==> src/rtl/multi_cycle_ctrl_pkg.sv <==
// rtl/multi_cycle_ctrl_pkg.sv - state, class, opcode, SignOp and ALUOp encodings for the LEGv8 control
package multi_cycle_ctrl_pkg;

  localparam logic [2:0] ST_FETCH  = 3'd0;
  localparam logic [2:0] ST_DECODE = 3'd1;
  localparam logic [2:0] ST_EXEC   = 3'd2;
  localparam logic [2:0] ST_MEM    = 3'd3;
  localparam logic [2:0] ST_WB     = 3'd4;
  localparam logic [2:0] ST_BRANCH = 3'd5;
  localparam logic [2:0] ST_TRAP   = 3'd6;

  typedef enum logic [2:0] {
    CLS_NONE, CLS_R, CLS_I, CLS_D, CLS_B, CLS_CB, CLS_ILLEGAL
  } instr_class_e;

  localparam logic [10:0] OP_LDUR    = 11'b11111000010;
  localparam logic [10:0] OP_STUR    = 11'b11111000000;
  localparam logic [10:0] OP_ADD     = 11'b10001011000;
  localparam logic [10:0] OP_SUB     = 11'b11001011000;
  localparam logic [10:0] OP_AND     = 11'b10001010000;
  localparam logic [10:0] OP_ORR     = 11'b10101010000;
  localparam logic [9:0]  OP_ADDI_HI = 10'b1001000100;
  localparam logic [5:0]  OP_B_HI    = 6'b000101;
  localparam logic [7:0]  OP_CBZ_HI  = 8'b10110100;

  localparam logic [1:0] SE_I  = 2'b00;
  localparam logic [1:0] SE_D  = 2'b01;
  localparam logic [1:0] SE_B  = 2'b10;
  localparam logic [1:0] SE_CB = 2'b11;

  localparam logic [3:0] ALU_ADD    = 4'b0010;
  localparam logic [3:0] ALU_SUB    = 4'b0110;
  localparam logic [3:0] ALU_AND    = 4'b0000;
  localparam logic [3:0] ALU_ORR    = 4'b0001;
  localparam logic [3:0] ALU_PASS_B = 4'b0111;

  // R and ILLEGAL have no immediate field; leave the extender in I mode
  function automatic logic [1:0] class_to_signop(input instr_class_e cls);
    case (cls)
      CLS_D:   return SE_D;
      CLS_B:   return SE_B;
      CLS_CB:  return SE_CB;
      default: return SE_I;
    endcase
  endfunction

endpackage

==> src/rtl/multi_cycle_ctrl_if.sv <==
// rtl/multi_cycle_ctrl_if.sv - instruction handshake and datapath control bundle
interface multi_cycle_ctrl_if #(parameter int CNT_W = 32);
  logic             imem_valid;
  logic [10:0]      Opcode;
  logic             Zero;
  logic             IRWrite;
  logic [1:0]       SignOp;
  logic             Reg2Loc;
  logic             ALUSrc;
  logic [3:0]       ALUOp;
  logic             MemRead;
  logic             MemWrite;
  logic             MemToReg;
  logic             RegWrite;
  logic             PCWrite;
  logic             PCSel;
  logic             illegal;
  logic [CNT_W-1:0] retired;

  modport master (
    input  imem_valid, Opcode, Zero,
    output IRWrite, SignOp, Reg2Loc, ALUSrc, ALUOp, MemRead, MemWrite,
           MemToReg, RegWrite, PCWrite, PCSel, illegal, retired
  );

  modport slave (
    output imem_valid, Opcode, Zero,
    input  IRWrite, SignOp, Reg2Loc, ALUSrc, ALUOp, MemRead, MemWrite,
           MemToReg, RegWrite, PCWrite, PCSel, illegal, retired
  );
endinterface

==> src/rtl/multi_cycle_ctrl_opcode_class_dec.sv <==
// rtl/multi_cycle_ctrl_opcode_class_dec.sv - combinational opcode classifier shared with single-cycle control
module opcode_class_dec
  import multi_cycle_ctrl_pkg::*;
(
  input  logic [10:0]  opcode,
  output instr_class_e cls,
  output logic [1:0]   sign_op,
  output logic [3:0]   alu_op,
  output logic         is_store
);

  always_comb begin
    cls      = CLS_ILLEGAL;
    alu_op   = ALU_ADD;
    is_store = 1'b0;
    if (opcode == OP_LDUR) begin
      cls = CLS_D;
    end else if (opcode == OP_STUR) begin
      cls      = CLS_D;
      is_store = 1'b1;
    end else if (opcode == OP_ADD) begin
      cls = CLS_R;
    end else if (opcode == OP_SUB) begin
      cls    = CLS_R;
      alu_op = ALU_SUB;
    end else if (opcode == OP_AND) begin
      cls    = CLS_R;
      alu_op = ALU_AND;
    end else if (opcode == OP_ORR) begin
      cls    = CLS_R;
      alu_op = ALU_ORR;
    end else if (opcode[10:1] == OP_ADDI_HI) begin
      cls = CLS_I;
    end else if (opcode[10:5] == OP_B_HI) begin
      cls = CLS_B;
    end else if (opcode[10:3] == OP_CBZ_HI) begin
      cls    = CLS_CB;
      alu_op = ALU_PASS_B;
    end
  end

  assign sign_op = class_to_signop(cls);

endmodule

==> src/rtl/multi_cycle_ctrl.sv <==
// rtl/multi_cycle_ctrl.sv - multi-cycle LEGv8 control FSM; PERF_CNT_EN adds the retired-instruction counter
module multi_cycle_ctrl
  import multi_cycle_ctrl_pkg::*;
#(
  parameter int MEM_LAT = 2,
  parameter int CNT_W   = 32
) (
  input  logic               CLK,
  input  logic               Reset_L,
  multi_cycle_ctrl_if.master bus
);

  localparam logic [3:0] MEM_LAT_C = 4'(MEM_LAT);

  logic [2:0]   state;
  instr_class_e cls_q;
  logic [3:0]   alu_q;
  logic         store_q;
  logic         taken_q;
  logic [1:0]   sign_pend_q;
  logic [1:0]   sign_q;
  logic [3:0]   mem_cnt;

  instr_class_e dec_cls;
  logic [1:0]   dec_sign;
  logic [3:0]   dec_alu;
  logic         dec_store;

  logic ir_write, reg2loc, alu_src, mem_read, mem_write, mem_to_reg, reg_write, pc_write, pc_sel;
  logic [3:0] alu_op;

  opcode_class_dec u_dec (
    .opcode   (bus.Opcode),
    .cls      (dec_cls),
    .sign_op  (dec_sign),
    .alu_op   (dec_alu),
    .is_store (dec_store)
  );

  always_ff @(posedge CLK or negedge Reset_L) begin
    if (!Reset_L) begin
      state       <= ST_FETCH;
      cls_q       <= CLS_NONE;
      alu_q       <= ALU_ADD;
      store_q     <= 1'b0;
      taken_q     <= 1'b0;
      sign_pend_q <= SE_I;
      sign_q      <= SE_I;
      mem_cnt     <= 4'd0;
    end else begin
      case (state)
        ST_FETCH: if (bus.imem_valid) begin
          cls_q       <= dec_cls;
          alu_q       <= dec_alu;
          store_q     <= dec_store;
          sign_pend_q <= dec_sign;
          state       <= ST_DECODE;
        end
        ST_DECODE: begin
          sign_q <= sign_pend_q;
          case (cls_q)
            CLS_B:                 state <= ST_BRANCH;
            CLS_ILLEGAL, CLS_NONE: state <= ST_TRAP;
            default:               state <= ST_EXEC;
          endcase
        end
        ST_EXEC: begin
          if (cls_q == CLS_CB) taken_q <= bus.Zero;
          case (cls_q)
            CLS_D: begin
              state   <= ST_MEM;
              mem_cnt <= MEM_LAT_C;
            end
            CLS_CB:  state <= ST_BRANCH;
            default: state <= ST_WB;
          endcase
        end
        // fixed-latency memory: count down, never exit early
        ST_MEM: begin
          if (mem_cnt == 4'd1) state <= store_q ? ST_FETCH : ST_WB;
          else                 mem_cnt <= mem_cnt - 4'd1;
        end
        ST_WB, ST_BRANCH: state <= ST_FETCH;
        ST_TRAP:          state <= ST_TRAP;
        default:          state <= ST_FETCH;
      endcase
    end
  end

  always_comb begin
    ir_write   = 1'b0;
    reg2loc    = 1'b0;
    alu_src    = 1'b0;
    alu_op     = ALU_AND;
    mem_read   = 1'b0;
    mem_write  = 1'b0;
    mem_to_reg = 1'b0;
    reg_write  = 1'b0;
    pc_write   = 1'b0;
    pc_sel     = 1'b0;
    case (state)
      ST_FETCH: ir_write = bus.imem_valid & Reset_L;
      ST_EXEC: begin
        alu_src = (cls_q == CLS_I) || (cls_q == CLS_D);
        alu_op  = alu_q;
        reg2loc = (cls_q == CLS_CB) || ((cls_q == CLS_D) && store_q);
      end
      ST_MEM: begin
        mem_read  = !store_q;
        mem_write = store_q;
        reg2loc   = store_q;
        pc_write  = store_q && (mem_cnt == 4'd1);
      end
      ST_WB: begin
        reg_write  = 1'b1;
        mem_to_reg = (cls_q == CLS_D);
        pc_write   = 1'b1;
      end
      ST_BRANCH: begin
        pc_write = 1'b1;
        pc_sel   = (cls_q == CLS_B) ? 1'b1 : taken_q;
      end
      default: ;
    endcase
  end

  // SignOp is live during DECODE so the extender settles before EXEC, then held
  assign bus.SignOp   = (state == ST_DECODE) ? sign_pend_q : sign_q;
  assign bus.IRWrite  = ir_write;
  assign bus.Reg2Loc  = reg2loc;
  assign bus.ALUSrc   = alu_src;
  assign bus.ALUOp    = alu_op;
  assign bus.MemRead  = mem_read;
  assign bus.MemWrite = mem_write;
  assign bus.MemToReg = mem_to_reg;
  assign bus.RegWrite = reg_write;
  assign bus.PCWrite  = pc_write;
  assign bus.PCSel    = pc_sel;
  assign bus.illegal  = (state == ST_TRAP);

`ifdef PERF_CNT_EN
  logic [CNT_W-1:0] retired_q;
  always_ff @(posedge CLK or negedge Reset_L) begin
    if (!Reset_L)      retired_q <= '0;
    else if (pc_write) retired_q <= retired_q + CNT_W'(1);
  end
  assign bus.retired = retired_q;
`else
  assign bus.retired = {CNT_W{1'b0}};
`endif

endmodule

==> src/flat_wrapper.sv <==
// flat-port wrapper written by rule: the top's interface ports become plain ports
module multi_cycle_ctrl_flat import multi_cycle_ctrl_pkg::*;
#(
  parameter int MEM_LAT = 2,
  parameter int CNT_W   = 32
)
  (CLK, Reset_L, bus_imem_valid, bus_Opcode, bus_Zero, bus_IRWrite, bus_SignOp, bus_Reg2Loc, bus_ALUSrc, bus_ALUOp, bus_MemRead, bus_MemWrite, bus_MemToReg, bus_RegWrite, bus_PCWrite, bus_PCSel, bus_illegal, bus_retired);
  multi_cycle_ctrl_if #(.CNT_W(CNT_W)) bus_i ();
  input  logic CLK;
  input  logic Reset_L;
  input wire logic [$bits(bus_i.imem_valid)-1:0] bus_imem_valid;
  input wire logic [$bits(bus_i.Opcode)-1:0] bus_Opcode;
  input wire logic [$bits(bus_i.Zero)-1:0] bus_Zero;
  output wire logic [$bits(bus_i.IRWrite)-1:0] bus_IRWrite;
  output wire logic [$bits(bus_i.SignOp)-1:0] bus_SignOp;
  output wire logic [$bits(bus_i.Reg2Loc)-1:0] bus_Reg2Loc;
  output wire logic [$bits(bus_i.ALUSrc)-1:0] bus_ALUSrc;
  output wire logic [$bits(bus_i.ALUOp)-1:0] bus_ALUOp;
  output wire logic [$bits(bus_i.MemRead)-1:0] bus_MemRead;
  output wire logic [$bits(bus_i.MemWrite)-1:0] bus_MemWrite;
  output wire logic [$bits(bus_i.MemToReg)-1:0] bus_MemToReg;
  output wire logic [$bits(bus_i.RegWrite)-1:0] bus_RegWrite;
  output wire logic [$bits(bus_i.PCWrite)-1:0] bus_PCWrite;
  output wire logic [$bits(bus_i.PCSel)-1:0] bus_PCSel;
  output wire logic [$bits(bus_i.illegal)-1:0] bus_illegal;
  output wire logic [$bits(bus_i.retired)-1:0] bus_retired;
  assign bus_i.imem_valid = bus_imem_valid;
  assign bus_i.Opcode = bus_Opcode;
  assign bus_i.Zero = bus_Zero;
  assign bus_IRWrite = bus_i.IRWrite;
  assign bus_SignOp = bus_i.SignOp;
  assign bus_Reg2Loc = bus_i.Reg2Loc;
  assign bus_ALUSrc = bus_i.ALUSrc;
  assign bus_ALUOp = bus_i.ALUOp;
  assign bus_MemRead = bus_i.MemRead;
  assign bus_MemWrite = bus_i.MemWrite;
  assign bus_MemToReg = bus_i.MemToReg;
  assign bus_RegWrite = bus_i.RegWrite;
  assign bus_PCWrite = bus_i.PCWrite;
  assign bus_PCSel = bus_i.PCSel;
  assign bus_illegal = bus_i.illegal;
  assign bus_retired = bus_i.retired;
  multi_cycle_ctrl #(.MEM_LAT(MEM_LAT), .CNT_W(CNT_W)) u_core (.CLK(CLK), .Reset_L(Reset_L), .bus(bus_i));
endmodule
==> config.mk <==
export PLATFORM = sky130hd
export DESIGN_NAME = multi_cycle_ctrl_flat
export DESIGN_NICKNAME = d
export VERILOG_FILES = /design/src/rtl/multi_cycle_ctrl_pkg.sv /design/src/rtl/multi_cycle_ctrl_if.sv /design/src/rtl/multi_cycle_ctrl_opcode_class_dec.sv /design/src/rtl/multi_cycle_ctrl.sv /design/src/flat_wrapper.sv
export SDC_FILE = /design/constraint.sdc
export NUM_CORES = 1
export LEC_CHECK = 0
export BUFFER_PORTS_ARGS = -buffer_cell sky130_fd_sc_hd__buf_2
export CAP_MARGIN = 20
export CORE_MARGIN = 10
export CORE_UTILIZATION = 35
export DETAILED_ROUTE_END_ITERATION = 7
export GPL_TIMING_DRIVEN = 0
export PLACE_DENSITY = 0.59
export SLEW_MARGIN = 30
export SYNTH_ARGS = -nofsm -noshare
export SYNTH_HDL_FRONTEND = slang
export SYNTH_HIERARCHICAL = 1
export SYNTH_SLANG_ARGS = --single-unit
==> constraint.sdc <==
create_clock -name CLK -period 3.28 [get_ports CLK]
set_input_delay 0.492 -clock CLK [delete_from_list [all_inputs] [get_ports CLK]]
set_output_delay 0.492 -clock CLK [all_outputs]
set_load 0.1 [all_outputs]
=== Word level (Yosys, flattened, before mapping) ===
Index checks and enable logic that the tools add are counted.

* Flip-flop bits (word level): 20
* Bits in latches: 0
* RAM bits: 0
* Bits in read-only memories: 0
* Logic and storage cells: 94
* Memories kept: 0

* Add/subtract/negate cells: 1
* Multiply operators: 0
* Div/mod/pow operators: 0
* Order comparisons: 0
* Equal/unequal tests: 28
* Shift-type cells: 0
* Multiplexer cells: 42
* Bitwise logic cells: 1
* Reductions and logical operators: 14

{| class="wikitable"
|+ Operator list
! cell !! count
|-
| 11-bit equality test, second input constant || 6
|-
| 3-bit two-way mux || 19
|-
| 3-bit equality test, second input constant || 8
|-
| 3-bit by 2-bit equality test with 1-bit output, second input constant || 5
|-
| 3-bit one-hot mux with 5 select lines || 1
|-
| 4-bit two-way mux || 3
|-
| 3-bit one-hot mux with 2 select lines || 2
|-
| 10-bit equality test, second input constant || 1
|-
| 1-bit two-way mux || 10
|-
| 8-bit equality test, second input constant || 1
|-
| 4-bit one-hot mux with 2 select lines || 1
|-
| 6-bit by 3-bit equality test with 1-bit output, second input constant || 1
|-
| 3-bit zero test || 2
|-
| 2-bit two-way mux || 3
|-
| 2-bit one-hot mux with 3 select lines || 1
|-
| 2-bit AND reduction || 3
|-
| 4-bit by 1-bit equality test with 1-bit output, second input constant || 1
|-
| 2-bit by 1-bit != test with 1-bit output, second input constant || 2
|-
| 2-bit != test, second input constant || 2
|-
| 1-bit one-hot mux with 2 select lines || 2
|-
| 2-bit OR reduction || 2
|-
| 4-bit by 1-bit subtractor with 4-bit output, second input constant || 1
|-
| 3-bit by 1-bit equality test with 1-bit output, second input constant || 1
|-
| 3-bit AND reduction || 1
|-
| 5 further kinds || 7
|}

=== Logic depth before layout (Yosys ltp) ===
* Depth after elaboration: 12
* Depth in mapped cells: 6
* Depth with buffers taken out: 6

=== By module ===
Netlist, hierarchy kept.

{| class="wikitable"
|+ Modules (own cells, without submodules)
! module !! times used !! cells each !! area each (um^2) !! sequential area each (um^2)
|-
| multi_cycle_ctrl || 1 || 141 || 1,385.1 || 501.7
|-
| opcode_class_dec || 1 || 30 || 214.0 || 0.0
|}

=== Least setup slack after synthesis ===
Ideal clock, no wire load.

* Kind: reg-to-output
* Start point: register u_core.state[2]
* End point: output bus_PCSel
* Arrival time: 2,971 ps
* Required time: 2,788 ps
* Path slack: -183 ps
* Cell stages (with the launch flop): 3
* Path buffers: 0
* Path through: dfrtp_1 -> or2b_1 -> nor3b_1

* Cells in the longest elaborated chain, start to end: 2

{| class="wikitable"
|+ Ends and longest elaborated chain
! element !! line !! RTL
|-
| from (decl) || multi_cycle_ctrl.sv:15 || <nowiki>logic [2:0] state;</nowiki>
|-
| from (signal assigned) || multi_cycle_ctrl.sv:80 || <nowiki>if (mem_cnt == 4'd1) state <= store_q ? ST_FETCH : ST_WB;</nowiki>
|-
| 3-bit equality test || multi_cycle_ctrl.sv:101 || <nowiki>case (state)</nowiki>
|-
| 1-bit two-way mux || multi_cycle_ctrl.sv:101 ||
|-
| to (decl) || flat_wrapper.sv:24 || <nowiki>output wire logic [$bits(bus_i.PCSel)-1:0] bus_PCSel;</nowiki>
|}

Every way passes these cells.

=== Worst setup path in the final report ===
* Start point: register u_core.state[0]
* End point: output bus_SignOp[1]

* Cells in the longest elaborated chain, start to end: 2

{| class="wikitable"
|+ Ends and longest elaborated chain
! element !! line !! RTL
|-
| 3-bit by 1-bit equality test with 1-bit output || multi_cycle_ctrl.sv:128 || <nowiki>assign bus.SignOp = (state == ST_DECODE) ? sign_pend_q : sign_q;</nowiki>
|-
| 2-bit two-way mux || multi_cycle_ctrl.sv:128 ||
|-
| to (decl) || flat_wrapper.sv:15 || <nowiki>output wire logic [$bits(bus_i.SignOp)-1:0] bus_SignOp;</nowiki>
|}

Every way passes these cells.

==> flow_metrics.env <==
export IMPL_chipWidth_um=87.6
export IMPL_max_freq_ghz=0.402
export IMPL_dpl_cell_count=284
export IMPL_grt_pass1_wl_um=6090
export IMPL_min_period_ns=2.49
export IMPL_finalSetupTns_ns=0
export IMPL_fin_nets=254
export IMPL_crit_buf_inv=2
export IMPL_routedWlPerCell_um=12.4
export IMPL_crit_slowest_cell="dfrtp_1"
export IMPL_diodes=0
export IMPL_layout_common_cells="35 x buf_4, 33 x conb_1, 32 x buf_2"
export IMPL_rsz0062_at_grt="false"
export IMPL_row_count=24
export IMPL_arrival_ns=1.99
export IMPL_cts_buffers=3
export IMPL_synthesis_area_um2=1600
export IMPL_seq_area_frac_synth_pct=31.4
export IMPL_ys_types=46
export IMPL_seq_area_um2=502
export IMPL_boundaryPins=63
export IMPL_switching_share_pct=51.7
export IMPL_crit_path_start_kind="flop"
export IMPL_busiest_layer="met2"
export IMPL_crit_required_ns=2.79
export IMPL_setup_viol=0
export IMPL_fin_crit_sh_pct=75.8
export IMPL_start_util_pct=36.5
export IMPL_cts_htree_levels=1
export IMPL_routed_wl_um=3570
export IMPL_comb_power_share_pct=57.2
export IMPL_cts_sinks=20
export IMPL_final_common_cell="buf_4"
export IMPL_drt_first_pass_iters=4
export IMPL_met2_usage_pct=16.3
export IMPL_crit_chain="buf_6, nor3b_1, mux2_2, buf_2"
export IMPL_fin_skew_ns=0.00418
export IMPL_fp_dieArea_um2=7670
export IMPL_fin_cells=288
export IMPL_critPathKind="reg2out"
export IMPL_drtIter0Drc=56
export IMPL_crit_fanout=10
export IMPL_cellPowerDensity_nw_per_um2=719
export IMPL_path_clk_slew_ns=0.08
export IMPL_route_detailed_drc=0
export IMPL_gp_congestion=0.868
export IMPL_multiInputGateArea_um2=915
export IMPL_post_cts_setup_buffer_count=0
export IMPL_final_util_pct=45.8
export IMPL_pwr_share_seq_pct=25.4
export IMPL_timing_hold_ws_ns=0.174
export IMPL_antenna_found_initial=0
export IMPL_avgViaCountPerCell=4.36
export IMPL_status="complete, no violations"
export IMPL_grt_usage_pct=9.58
export IMPL_cp_end_kind="output port"
export IMPL_grt_remaining_overflow=0
export IMPL_clk_latency_ns=0.26
export IMPL_via_count=1257
export IMPL_drv_slew=0
export IMPL_power_static_leakage_nw=1.10
export IMPL_crit_start="u_core/state[0]"
export IMPL_syn_area_per_cell_um2=9.35
export IMPL_yosysWarningCount=6
export IMPL_grt_use_met1_pct=10.6
export IMPL_critical_path_max_stage_delay_ns=0.47
export IMPL_coreArea_um2=4380
export IMPL_area_growth_pct=25.7
export IMPL_n_fill_cell=438
export IMPL_hold_buffers=0
export IMPL_internal_power_uw=698
export IMPL_path_delay_family="buffers and inverters"
export IMPL_clock_power_share_pct=17.4
export IMPL_maxCapViolCount=0
export IMPL_die_y_um=87.6
export IMPL_irDropWorstVdd_uv=490
export IMPL_rr_startpoint="u_core/mem_cnt[1]"
export IMPL_hold_viol_final=0
export IMPL_post_cts_resized=0
export IMPL_grt_max_degree=22
export IMPL_synthCells=171
export IMPL_root_buffer="clkbuf_8"
export IMPL_postRouteAntennaNets=0
export IMPL_drive_gt1_share_pct=40.3
export IMPL_cts_tree="built"
export IMPL_met3_usage_pct=4.92
export IMPL_clockBufferDepth=2
export IMPL_hp_class="in2async"
export IMPL_port_buffers=30
export IMPL_grt_pass1_vias=1315
export IMPL_switching_power_uw=746
export IMPL_dpl_hpwl_um=2970
export IMPL_ys_ff_latch=20
[path summary, 6_finish.rpt]
check	endpoint	slack [ns]	cells past startpoint
worst max register to register	u_core/mem_cnt[2]	1.60	6
worst min register to register	u_core/alu_q[2]	0.51	1
worst max-delay path	bus_SignOp[1]	0.79	4
min in group CLK	u_core/taken_q	0.46	2
max in group asynchronous	u_core/alu_q[1]	2.76	1
worst min-delay path	u_core/mem_cnt[0]	0.17	1
[flip-flops by register name, summed over array words and instances, names as in the netlist]
register            cells
u_core/alu_q            4
u_core/state            3
u_core/store_q          1
u_core/mem_cnt          4
u_core/taken_q          1
u_core/sign_q           2
u_core/sign_pend_q      2
u_core/cls_q            3
[cells in the mapped netlist (all sizes together)]
| master | n | area (um2) |
|---|---|---|
| o2111ai | 1 | 8.76 |
| conb | 2 | 7.51 |
| o31ai | 1 | 7.51 |
| nand4bb | 2 | 22.5 |
| or2b | 1 | 7.51 |
| nor2b | 3 | 26.3 |
| a31o | 1 | 8.76 |
| dfrtp | 19 | 475 |
| and4b | 1 | 10.0 |
| buf | 38 | 284 |
| nor2 | 14 | 52.6 |
| a21boi | 2 | 15.0 |
| or4bb | 1 | 11.3 |
| dfstp | 1 | 26.3 |
| a21o | 1 | 7.51 |
| nor4b | 2 | 47.6 |
| nand2 | 14 | 52.6 |
| nand4 | 2 | 12.5 |
| o2111a | 1 | 11.3 |
| o311a | 1 | 10.0 |
| ha | 2 | 25.0 |
| o211a | 1 | 10.0 |
| and3b | 1 | 8.76 |
| xor2 | 1 | 8.76 |
| a31oi | 1 | 6.26 |
| mux2 | 12 | 135 |
| a21oi | 4 | 20.0 |
| nand4b | 2 | 17.5 |
| nor3b | 4 | 41.3 |
| mux2i | 4 | 40.0 |
| a41o | 1 | 10.0 |
| or2 | 1 | 6.26 |
| inv | 6 | 22.5 |
| nand2b | 5 | 31.3 |
| and3 | 3 | 28.8 |
| and2 | 6 | 37.5 |
| o21ai | 7 | 35.0 |
| nor3 | 2 | 10.0 |
[metrics by stage]
stage | power, mW | worst slack [ns] | instance area [um2]
final | 1.44 | 0.793 | 2010
after global routing | 1.54 | 0.640 | 2010
after CTS | 1.46 | 0.774 | 2010
after detailed placement | 1.20 | 1.07 | 1940
after global placement | 1.20 | 1.07 | 1940
after floorplan | 1.08 | 0.319 | 1720
[power by group through the flow]
stage | registers [mW] | logic (mW) | clock network [mW]
after floorplan | 0.355 | 0.723 | 0
after global placement | 0.368 | 0.830 | 0
after detailed placement | 0.371 | 0.832 | 0
after CTS | 0.366 | 0.835 | 0.257
after global routing | 0.376 | 0.894 | 0.268
final | 0.367 | 0.827 | 0.251
[worst register-to-register path, stage by stage (launching register included)]
cell and delay, ns:
dfrtp_1 0.41, inv_1 0.09, ha_1 0.16, or4bb_1 0.47, o2111a_1 0.20, nand2_1 0.10, mux2i_1 0.18
[final cells by class]
type	count	area share, %
Buffer	38	14.1
Timing Repair Buffer	30	7.47
Multi-Input combinational cell	138	45.5
Clock buffer	3	2.05
Sequential cell	20	25.0
Tap cell	52	3.24
Inverter	6	1.12
Clock inverter	1	1.49
[metal layers]
metal,vias to the layer above,wire (um)
li1,649,-
met1,565,1520
met2,41,1650
met3,2,385
met4,0,9
met5,-,0
[cell families (layout without fill, tap and decap cells)]
| kind of cell | Yosys count | in the layout | share of synthesized area (%) |
|---|---|---|---|
| AO/OA/AOI/OAI | 22 | 22 | 9.39 |
| multiplexers | 16 | 16 | 11.0 |
| flip-flops | 20 | 20 | 31.4 |
| adder cells (fa/ha/maj) | 2 | 2 | 1.56 |
| buffers and inverters | 44 | 78 | 19.2 |
| other | 2 | 33 | 0.470 |
| AND/OR/NAND/NOR | 64 | 64 | 26.5 |
| XOR/XNOR | 1 | 1 | 0.548 |
(Power assumes the default switching activity.)
